**config.mk**
```make
export PLATFORM = sky130hd
export DESIGN_NAME = npc_unit
export DESIGN_NICKNAME = d
export VERILOG_FILES = /design/src/rtl/npc_unit.sv
export SDC_FILE = /design/constraint.sdc
export NUM_CORES = 1
export LEC_CHECK = 0
export ABC_AREA = 1
export CAP_MARGIN = 10
export CORE_UTILIZATION = 30
export CTS_BUF_LIST = sky130_fd_sc_hd__clkbuf_16
export DETAILED_ROUTE_END_ITERATION = 10
export GPL_ROUTABILITY_DRIVEN = 0
export PLACE_DENSITY_LB_ADDON = 0.1
export SYNTH_ARGS = -nofsm -noshare
export SYNTH_HDL_FRONTEND = slang
export SYNTH_SLANG_ARGS = --single-unit
```
**constraint.sdc**
```tcl
create_clock -name Clk -period 2.4 [get_ports Clk]
set_clock_uncertainty 0.05 [all_clocks]
set_input_delay 0.48 -clock Clk [delete_from_list [all_inputs] [get_ports Clk]]
set_output_delay 0.48 -clock Clk [all_outputs]
set_load 0.01 [all_outputs]
```
**src/rtl/npc_unit.sv**
```systemverilog
// npc_unit: next-PC generator for the fetch stage.
//
// Picks the value written into the PC register each cycle. The sources, from
// highest to lowest priority, are: exception vector, ERET return address, a
// taken branch/jump target, a held redirect, and PC+4. The block also owns
// the EPC register and raises FlushF on exception entry and on ERET.
//
// State (st) | meaning
// RUN        | no redirect held; follow the inputs
// PEND       | a taken branch arrived during a stall; pend_tgt is issued
//            | when fetch resumes
//
// Ports:
//   Clk, Reset      rising-edge clock, synchronous active-high reset
//   PC              current fetch address
//   Stall           fetch stall request
//   BrTaken         one-cycle pulse, taken branch/jump in D
//   BrTarget        branch/jump target (bits [1:0] ignored)
//   ExcReq          one-cycle pulse, exception taken
//   ExcPC           PC of the faulting instruction
//   InDelaySlot     faulting instruction sits in a delay slot
//   Eret            one-cycle pulse, ERET executing
//   NPC             next PC value
//   PCEn            PC register write enable
//   FlushF          squash the instruction in F
//   EPC             exception return address register
module npc_unit #(
  parameter logic [31:0] RESET_PC   = 32'h0000_3000,
  parameter logic [31:0] EXC_VECTOR = 32'h0000_4180
) (
  input  logic        Clk,
  input  logic        Reset,
  input  logic [31:0] PC,
  input  logic        Stall,
  input  logic        BrTaken,
  input  logic [31:0] BrTarget,
  input  logic        ExcReq,
  input  logic [31:0] ExcPC,
  input  logic        InDelaySlot,
  input  logic        Eret,
  output logic [31:0] NPC,
  output logic        PCEn,
  output logic        FlushF,
  output logic [31:0] EPC
);

  typedef enum logic {RUN = 1'b0, PEND = 1'b1} st_t;

  st_t         st;
  logic [31:0] pend_tgt;
  logic [31:0] br_tgt;
  logic [31:0] pc_plus4;
  logic [31:0] epc_next;

  // Masking the whole word keeps every target bit read.
  assign br_tgt   = BrTarget & 32'hFFFF_FFFC;
  assign pc_plus4 = PC + 32'd4;
  // A fault in a delay slot returns to the branch so it is re-executed.
  assign epc_next = (InDelaySlot ? (ExcPC - 32'd4) : ExcPC) & 32'hFFFF_FFFC;

  always_comb begin
    NPC    = pc_plus4;
    PCEn   = ~Stall;
    FlushF = 1'b0;
    if (Reset) begin
      NPC  = RESET_PC;
      PCEn = 1'b1;
    end else if (ExcReq) begin
      NPC    = EXC_VECTOR;
      PCEn   = 1'b1;
      FlushF = 1'b1;
    end else if (Eret) begin
      NPC    = EPC;
      PCEn   = 1'b1;
      FlushF = 1'b1;
    end else if (BrTaken) begin
      // Under a stall the target is captured into pend_tgt instead.
      if (!Stall) NPC = br_tgt;
    end else if (st == PEND) begin
      if (!Stall) NPC = pend_tgt;
    end
  end

  always_ff @(posedge Clk) begin
    if (Reset) begin
      st       <= RUN;
      pend_tgt <= 32'd0;
      EPC      <= 32'd0;
    end else if (ExcReq) begin
      EPC      <= epc_next;
      st       <= RUN;
      pend_tgt <= 32'd0;
    end else if (Eret) begin
      st       <= RUN;
      pend_tgt <= 32'd0;
    end else if (BrTaken) begin
      if (Stall) begin
        pend_tgt <= br_tgt;
        st       <= PEND;
      end else begin
        // Issued directly; an older held target is dropped.
        st <= RUN;
      end
    end else if (st == PEND && !Stall) begin
      st <= RUN;
    end
  end

endmodule

```
==> summary.md <==
| Metric | Value |
|---|---|
| Setup TNS | `-0.008428 ns` |
| Met2 Resource Use GR | `39.07%` |
| Mapped Area | `4568 um2` |
| RSZ-0062 raised after global routing | `yes` |
| Port buffer count | `162` |
| Deepest clock path buffer count | `2` |
| Final setup vio count | `2` |
| Combinational Power Share | `28.8%` |
| DP HPWL | `14.50 mm` |
| Vias in the first global route | `5770` |
| CP Launch Type | `input port` |
| Most used routing layer | `met2` |
| Internal power | `2.308 mW` |
| Detailed Route WL | `18.31 mm` |
| First-pass GRT wire length | `29.15 mm` |
| Final worst-path cycle share | `100.2%` |
| Io pins | `169` |
| WL/cell | `14.67 um` |
| Leak | `3.405 nW` |
| Pwr dens | `402.6 nW/um2` |
| R2R Path End | `EPC[14]$_SDFFE_PP0P_` |
| Max VDD drop | `0.0002711 V` |
| Gr usage total | `23.50%` |
| Arr. time, crit path | `1.88 ns` |
| Top_reg_cell synth | `dfxtp_1` |
| # hold bufs at CTS | `0` |
| Full die area | `15730 um2` |
| Psw | `0.9493 mW` |
| Hold path endpoint | `pend_tgt[30]$_SDFFE_PP0P_` |
| Leading cell types by count after synthesis | `nand2_1, nor2_1, a21oi_1` |
| Clock transition at the registers of the reported paths | `0.06 ns` |
| Seq/Total Area, Yosys | `26.73%` |
| GR met1 Demand/Resource | `31.87%` |
| Net Sw Frac | `29.15%` |
| Violated checks | `design-rule violations, negative setup slack` |
| Worst skew pair latency | `0.33 ns` |
| Initial antenna violation count | `0` |
| Final Worst Setup Slack | `-0.005821 ns` |
| Status | `complete, but fails checks` |
| EDFF count, synth | `0` |
| Vias | `5952` |
| R2R Setup Slk | `1.46 ns` |
| Clk sinks | `61` |
| Required time of the critical path | `1.87 ns` |
| DRC viols | `11` |
| 1st-iter DRT viols | `293` |
| Cell taking the most area after synthesis | `dfxtp_1` |
| Top post-synthesis cells by area | `dfxtp_1, nand2_1, a21oi_1` |
| Mapped Cells | `767` |
| Placed inst area | `7306 um2` |
| Avg Cell Area, Syn | `5.956 um2` |
| FF-to-FF Start | `EPC[14]$_SDFFE_PP0P_` |
| Diode count | `0` |
| Clk pwr share | `37.9%` |
| Area of the core | `14700 um2` |
| P&R area growth vs syn | `77.10%` |
| Gr ovfl total | `0` |
| Vias per cell | `4.769` |
| Post-route minimum period | `2.406 ns` |
| Worst Hold Class | `reg -> reg` |
| CTS Buf Count | `9` |
| Hold depth | `2` |
| Design area | `8090 um2` |
| Worst slew margin | `65.04%` |
| Pre-Repair DR Iteration Count | `8` |
| Synthesized flop and latch total | `61` |
| Ys async rst share | `0%` |
| Initial Utilization | `31.08%` |
| Nets | `1164` |
| H-tree depth | `3` |
| Crit Path Max Fanout | `3` |
| Yosys top cell area share | `26.73%` |
| HP Start | `pend_tgt[30]$_SDFFE_PP0P_` |
| Die Ht | `125.4 um` |
| CTS root buf | `clkbuf_16` |
| Setup CP Type | `in -> out` |
| Count leader, synth | `nand2_1` |
| Ys Warns | `0` |
| Worst r2r path cells | `4` |
| Fmax | `415.7 MHz` |
| # fillers | `1495` |
| Count of final max-slew check failures | `0` |
| Netlist cell types | `40` |
| Measured slew at the worst slew-check pin | `0.5197 ns` |
| Max-capacitance violation count | `0` |
| Seq pwr share | `33.3%` |
| CP Capture Type | `output port` |
| Final Hold Vio Count | `0` |
| CTS tree | `built` |
| Die Wd | `125.4 um` |
| Routed Antenna Nets | `0` |
| Met3 Track Usage GR | `2.910%` |
| Pin count of the biggest net entering global routing | `43` |
| Share of post-route cells with drive strength above 1 | `32.80%` |
| Rows | `44` |
## per-layer routing
layer  part of all wire (%)  vias up
met3                    4.2       16
met5                      0        -
met1                     48     2686
met4                    1.2        0
li1                       -     3108
met2                     47      142
## sequential cells by signal (all words and copies together) (netlist names)
signal,count
pend_tgt,30
st,1
EPC,30
## area by class of cell
type	instances	area [um2]	area share, %
multi-input cells	589	3386	41.85
repair buffers	312	2646	32.71
flip-flops and latches	61	1221	15.09
inverters	86	322.8	3.990
well taps	184	230.2	2.846
clock buffers	9	225.2	2.784
clock inverters	7	58.81	0.7269
## power groups by stage
| stage | clock (mW) | sequential [mW] | combinational [mW] |
|---|---|---|---|
| floorplan | 0 | 1.11 | 0.301 |
| global placement | 0 | 1.11 | 0.882 |
| detailed placement | 0 | 1.11 | 0.880 |
| CTS | 1.27 | 1.08 | 0.904 |
| global route | 1.31 | 1.09 | 1.02 |
| finish | 1.24 | 1.08 | 0.936 |
## layout by cell type, fill, tap and decap left out, types with 5 or more instances in the layout
cell type and n:
clkdlybuf4s15_1 8, a21oi_2 16, buf_2 33, nand2_2 24
nand2_1 135, a21oi_1 63, inv_1 74, nor2_4 18
clkbuf_2 6, nor2_2 26, nand3_1 33, dlygate4sd2_1 10
buf_6 13, clkbuf_16 9, xnor2_1 7, o21ai_1 30
o21ai_0 61, nor3_1 6, nor2_1 74, nand2_4 9
buf_4 138, clkdlybuf4s50_1 94, dfxtp_1 61, xor2_1 22
nand4_1 10, nand3_2 10, inv_2 13, buf_12 5
## metrics by stage
stage                     power, mW  hold WS [ns]  utilization, %  setup slack [ns]  cells
after floorplan               1.412        0.3740               -            0.2876    768
after global placement        1.987        0.3896           49.70           -0.9984   1210
after detailed placement      1.985        0.3896           49.70            -1.017   1210
after CTS                     3.257        0.3976           53.75          -0.07472   1245
after global routing          3.414        0.4128           55.04           -0.1237   1248
final                         3.257        0.3965           55.04         -0.005821   1248
## worst max path at each step
stage	startpoint	end	slack (ns)	cells after the start
3_5_place_dp	PC[2]	NPC[28]	-1.02	13
6_report	PC[3]	NPC[26]	-0.006	14
2_1_floorplan	PC[2]	NPC[28]	0.29	11
4_1_cts	PC[3]	NPC[26]	-0.07	13
5_1_grt	PC[3]	NPC[28]	-0.12	13
3_3_place_gp	PC[2]	NPC[28]	-1.0	13
## logic make-up after synthesis
family,after synthesis,share of synthesized area [%]
flops,61,26.73
fa+ha+maj,2,0.5477
other cells,1,0.08209
xor+xnor,31,5.944
buf+inv,118,10.16
simple gates,364,34.43
compound gates,190,22.10
## critical path, stage by stage
cell and delay (ns):
buf_8 0.08, ha_4 0.14, nand2_4 0.05, nor2_4 0.16
nand3_4 0.11, nor2_4 0.15, buf_6 0.12, buf_4 0.10
nand3_2 0.05, nand2_1 0.07, nand3_2 0.09, nand2_2 0.07
a21oi_2 0.05, buf_2 0.14
## what timing repair did
action / in CTS / in global routing
buffers inserted: 19 / 3
setup endpoints to repair: 34 / 28
pin swaps: 41 / 40
gates resized for setup: 276 / 99
Note: power is estimated with default switching activity, not from simulation.
